`src/rtl/cell_editor_pkg.sv`:
```
// Shared board geometry and editor state types for the cell editor and its UI neighbours.
package cell_editor_pkg;

    localparam int LOG_BOARD_SIZE = 4;
    localparam int BOARD_SIZE     = 1 << LOG_BOARD_SIZE;

    typedef logic [2*LOG_BOARD_SIZE-1:0] cell_addr_t;

    typedef enum logic [1:0] {
        IDLE,
        REQ,
        RWAIT,
        WRITE
    } editor_state_t;

endpackage

```
`src/rtl/cell_editor_rise_detect.sv`:
```
// Rising-edge detector for a level input; the history register resets "previously high"
// so a level held through reset produces no pulse.
module rise_detect (
    input  logic clk_in,
    input  logic rst_in,
    input  logic level_in,
    output logic pulse_out
);

    logic level_q;

    always_ff @(posedge clk_in or posedge rst_in) begin
        if (rst_in) begin
            level_q <= 1'b1;
        end else begin
            level_q <= level_in;
        end
    end

    assign pulse_out = level_in & ~level_q;

endmodule

```
`src/rtl/cell_editor.sv`:
```
// Read-modify-write engine that toggles the board cell under the cursor on each click.
// Optional paint-by-drag SET writes are enabled by defining CELL_EDITOR_DRAG_EN.
module cell_editor
    import cell_editor_pkg::*;
#(
    parameter int READ_LATENCY = 2
) (
    input  logic                        clk_in,
    input  logic                        rst_in,
    input  logic                        click_in,
    input  logic [LOG_BOARD_SIZE-1:0]   cursor_x_in,
    input  logic [LOG_BOARD_SIZE-1:0]   cursor_y_in,
    output logic                        mem_req_out,
    input  logic                        mem_gnt_in,
    output logic [2*LOG_BOARD_SIZE-1:0] mem_addr_out,
    output logic                        mem_we_out,
    output logic                        mem_wdata_out,
    input  logic                        mem_rdata_in,
    output logic                        busy_out,
    output logic                        done_out
);

    // Read data is valid in the last of READ_LATENCY cycles counted from the issue cycle,
    // so RWAIT lasts READ_LATENCY-1 cycles (none when the latency is 1).
    localparam logic [2:0] CNT_LOAD = 3'(READ_LATENCY - 1);

    editor_state_t state, state_next;
    cell_addr_t    cursor;
    cell_addr_t    addr;
    logic [2:0]    count;
    logic          rdata_q;
    logic          set_mode;
    logic          done;
    logic          click_edge;
    logic          start_set;
    logic          start;
    logic          capture;

    rise_detect u_click_edge (
        .clk_in    (clk_in),
        .rst_in    (rst_in),
        .level_in  (click_in),
        .pulse_out (click_edge)
    );

    assign cursor = {cursor_y_in, cursor_x_in};

`ifdef CELL_EDITOR_DRAG_EN
    cell_addr_t last_addr;

    always_ff @(posedge clk_in or posedge rst_in) begin
        if (rst_in) begin
            last_addr <= '0;
        end else if (state == IDLE && start) begin
            last_addr <= cursor;
        end
    end

    assign start_set = click_in & ~click_edge & (cursor != last_addr);
`else
    assign start_set = 1'b0;
`endif

    assign start   = click_edge | start_set;
    assign capture = (state == REQ && mem_gnt_in && !set_mode && READ_LATENCY == 1) ||
                     (state == RWAIT && count == 3'd1);

    // Control state
    always_ff @(posedge clk_in or posedge rst_in) begin
        if (rst_in) begin
            state    <= IDLE;
            count    <= '0;
            set_mode <= 1'b0;
            done     <= 1'b0;
        end else begin
            state <= state_next;
            done  <= (state == WRITE);
            if (state == IDLE && start) begin
                set_mode <= ~click_edge;
            end
            if (state == REQ && mem_gnt_in) begin
                count <= CNT_LOAD;
            end else if (state == RWAIT) begin
                count <= count - 3'd1;
            end
        end
    end

    // Datapath capture: address at start, read data in its valid cycle
    always_ff @(posedge clk_in) begin
        if (state == IDLE && start) begin
            addr <= cursor;
        end
        if (capture) begin
            rdata_q <= mem_rdata_in;
        end
    end

    always_comb begin
        state_next = state;
        case (state)
            IDLE: begin
                if (start) state_next = REQ;
            end
            REQ: begin
                if (mem_gnt_in) begin
                    if (set_mode || READ_LATENCY == 1) state_next = WRITE;
                    else                               state_next = RWAIT;
                end
            end
            RWAIT: begin
                if (count == 3'd1) state_next = WRITE;
            end
            WRITE: begin
                state_next = IDLE;
            end
            default: state_next = IDLE;
        endcase
    end

    assign busy_out      = (state != IDLE);
    assign mem_req_out   = (state != IDLE);
    assign mem_we_out    = (state == WRITE);
    assign mem_wdata_out = (state == WRITE) ? (set_mode | ~rdata_q) : 1'b0;
    assign mem_addr_out  = (state == IDLE) ? '0 : addr;
    assign done_out      = done;

endmodule

```
`config.mk`:
```
export PLATFORM = sky130hd
export DESIGN_NAME = cell_editor
export DESIGN_NICKNAME = d
export VERILOG_FILES = /design/src/rtl/cell_editor_pkg.sv /design/src/rtl/cell_editor_rise_detect.sv /design/src/rtl/cell_editor.sv
export SDC_FILE = /design/constraint.sdc
export NUM_CORES = 1
export LEC_CHECK = 0
export CAP_MARGIN = 20
export CORE_UTILIZATION = 39
export DETAILED_ROUTE_END_ITERATION = 8
export PLACE_DENSITY = 0.8
export RECOVER_POWER = 50
export SETUP_SLACK_MARGIN = 0.2
export SYNTH_ARGS = -nofsm -noshare
export SYNTH_HDL_FRONTEND = slang
export SYNTH_SLANG_ARGS = --single-unit
```
`constraint.sdc`:
```
create_clock -name clk_in -period 1.7 [get_ports clk_in]
set_clock_uncertainty 0.15 [all_clocks]
set_input_delay 0.425 -clock clk_in [delete_from_list [all_inputs] [get_ports clk_in]]
set_output_delay 0.425 -clock clk_in [all_outputs]
set_load 0.005 [all_outputs]
```
==> flow_metrics.tcl <==
set metrics [dict create \
    status "finished with violations" \
    violations "negative setup slack" \
    regArea_sq_um 472 \
    syn_nets 81 \
    p_switching_mw 0.692 \
    cp_slowest_cell "dfrtp_1" \
    worstMarginPinSlew_ps 382 \
    syn_avg_cell_area_sq_um 12.8 \
    coreArea_sq_um 1800 \
    place_hpwl_um 1090 \
    synth-edff-count 9 \
    setup_slack_ps -184 \
    seqPwrFrac_pct 30.0 \
    antenna_left 0 \
    power.density_nw_per_um2 1570 \
    clkPwrFrac_pct 10.9 \
    seq_area_frac_synth_pct 60.4 \
    crit_family "flip-flops" \
    synthDistinctLibCells 21 \
    synthArstFlopShare_pct 47.1 \
    cts.sinks 17 \
    drt-total-wl_um 1630 \
    timing.fmax_mhz 531 \
    leakagePower_nw 0.575 \
    area_growth_pct 63.5 \
    place_area_sq_um 1170 \
    post-place-cells 122 \
    setup_viol 14 \
    rsz0062_at_grt "yes" \
    p_sw_share_pct 34.6 \
    vias 615 \
    cp_data_arrival_time_ps 1310 \
    drive_gt1_share_pct 43.1 \
    combinationalPowerShare_pct 59.1 \
    cts_buffers 3 \
    grt_start_max_net_pins 11 \
    whs_ps 355 \
    wl_per_cell_um 12.1 \
    ctsHtreeMaxLevel 1 \
    end_kind "primary output" \
    drv_cap 0 \
    grt_pass1_wl_um 2350 \
    critical_path_class "reg2out" \
    fin_crit_sh_pct 111 \
    clockBufferDepth 2 \
    crit_buf_inv 3 \
    antenna_found_initial 0 \
    cts-root-buf "clkbuf_4" \
    antenna_cells 0 \
    drv_slew 0 \
    drt_iter0_drc 11 \
    grt_pass1_vias 547 \
    hold_viol 0 \
    die-height_um 46.7 \
    layout.cells.non_filler 134 \
    cp-start-kind "flip-flop" \
    die_x_um 46.7 \
    power.total_mw 2.00 \
    postSynthCellCount 61 \
    netlist_area_sq_um 781 \
    p_int_mw 1.31 \
    worstPathRequired_ps 1120 \
    postLayoutCellArea_sq_um 1280 \
    ys_seq_elements 17 \
    ys.flop_type "edfxtp_1" \
    numPortBuffers 25 \
    yosysWarnings 0 \
    routed_via_density 4.59 \
    drc 0 \
    cp_cell_sequence "inv_2 > ha_4 > buf_6 > nor2b_1 > buf_2" \
    die_area_sq_um 2180 \
    clk_latency_ps 290 \
    gp_congestion 0.767 \
    row_count 15 \
    nFillCells 131 \
    hp-class "in2async" \
    grt_use_total_pct 15.3 \
    dr.pass1.iters 4 \
    layout_min_cycle_time_ps 1880 \
    cp_max_fo 4 \
    slew_headroom_pct 74.5 \
    path_clk_slew_ps 110 \
    vdd_drop_max_v 0.000848 \
    multi_input_area_sq_um 343 \
    cts_tree "done" \
    cp_slowest_stage_delay_ps 420 \
    ios 26 \
    overflow 0 \
    num-nets-final 130 \
    start_util_pct 43.3 \
]
==> kinds of logic (layout without fill, tap and decap cells) <==
group                    count (synthesis)  in the layout  share of synthesized area, %
AO/OA/AOI/OAI                            5              5                          4.97
XOR/XNOR                                 2              2                          2.24
adder cells (fa/ha/maj)                  7              7                          11.2
buffers and inverters                   10             57                          5.29
flip-flops                              17             17                          60.4
multiplexers                             2              2                          2.72
AND/OR/NAND/NOR                         18             19                          13.1
==> final timing paths <==
check	startpoint	to	slack (ps)	cells after the start
min reg2reg	set_mode$_DFFE_PP0P_	set_mode$_DFFE_PP0P_	400	2
max in group asynchronous	rst_in	u_click_edge.level_q$_DFF_PP1_	760	2
min	rst_in	state[0]$_DFFE_PP0P_	360	2
max reg2reg	state[1]$_DFFE_PP0P_	state[1]$_DFFE_PP0P_	-110	5
max	state[1]$_DFFE_PP0P_	mem_addr_out[3]	-180	5
min in group clk_in	set_mode$_DFFE_PP0P_	set_mode$_DFFE_PP0P_	400	2
==> final cells by class <==
| cell class | instances | area share, % |
|---|---|---|
| multi-input cells | 35 | 26.9 |
| repair buffers | 44 | 28.9 |
| clock buffers | 3 | 1.76 |
| flip-flops and latches | 17 | 37.0 |
| inverters | 9 | 2.65 |
| clock inverters | 1 | 0.392 |
| well taps | 25 | 2.45 |
==> registers in the layout, summed over array words and instances, names as in the netlist <==
signal                cells
set_mode                  1
rdata_q                   1
addr                      8
count                     3
u_click_edge.level_q      1
state                     2
done_out                  1
==> Yosys cell counts, types with 3 or more instances <==
library cell  count  area share (%)
edfxtp_1          9              35
inv_1             9             4.3
nor2b_1           8             6.4
dfrtp_1           7              22
ha_1              7              11
nor2_1            4             1.9
nand2_1           3             1.4
==> power groups by stage <==
stage,Combinational [mW],Sequential (mW),Clock [mW]
6_report,1.18,0.599,0.219
5_1_grt,1.30,0.611,0.243
4_1_cts,1.09,0.598,0.221
3_5_place_dp,0.984,0.609,0
3_3_place_gp,0.959,0.607,0
2_1_floorplan,0.470,0.603,0
==> repair_timing <==
item,4_1_cts,5_1_grt
setup buffers,6,1
resized for setup,58,6
endpoints found under the setup margin,26,26
hold buffers,0,0
hold endpoints to repair,0,0
pin swaps,4,3
cloned,1,0
==> worst register-to-register path: cells and delay by family (launching register included) <==
| kind | cells | cell delay (ps) |
|---|---|---|
| compound gates | 1 | 410 |
| mux | 1 | 370 |
| buf+inv | 2 | 210 |
| flops | 1 | 420 |
| fa+ha+maj | 1 | 150 |
==> routing by layer <==
layer / track usage, % / wire, um / part of all wire, %
met5: 0 / 0 / 0
met4: 3.43 / 0 / 0
met3: 2.69 / 52 / 3.2
met2: 26.4 / 885 / 54
met1: 20.2 / 689 / 42
==> metrics by stage <==
stage	setup TNS (ps)	util [%]	setup WS [ps]
4_1_cts	-1620	69.0	-168
3_3_place_gp	-3130	64.9	-286
6_report	-1790	70.8	-184
5_1_grt	-2780	70.8	-263
2_1_floorplan	-16.2	-	-16.2
3_5_place_dp	-3560	64.9	-345
==> layout by cell type (no fill, tap or decap) <==
master           Yosys  routed
a21oi_1              1       1
inv_1                9       6
ha_4                 0       4
nand2_1              3       3
buf_2                0      11
xor2_1               1       1
mux2i_1              1       1
clkbuf_4             0       3
buf_6                0       9
dfstp_2              1       1
dlygate4sd3_1        0       9
nor2_4               0       2
nand2b_4             1       1
a21boi_1             0       1
clkdlybuf4s15_1      0       1
clkdlybuf4s50_1      0       3
xnor2_1              1       1
clkinv_2             0       1
and3_1               1       1
nor2b_1              8       8
inv_2                0       3
nor2_1               4       3
nand2b_1             1       1
mux2_1               1       1
buf_4                1      11
dfrtp_1              7       7
edfxtp_1             9       9
a211oi_1             1       1
a221oi_2             0       1
ha_1                 7       3
a222oi_1             1       1
Power figures use the tool's default switching activity.
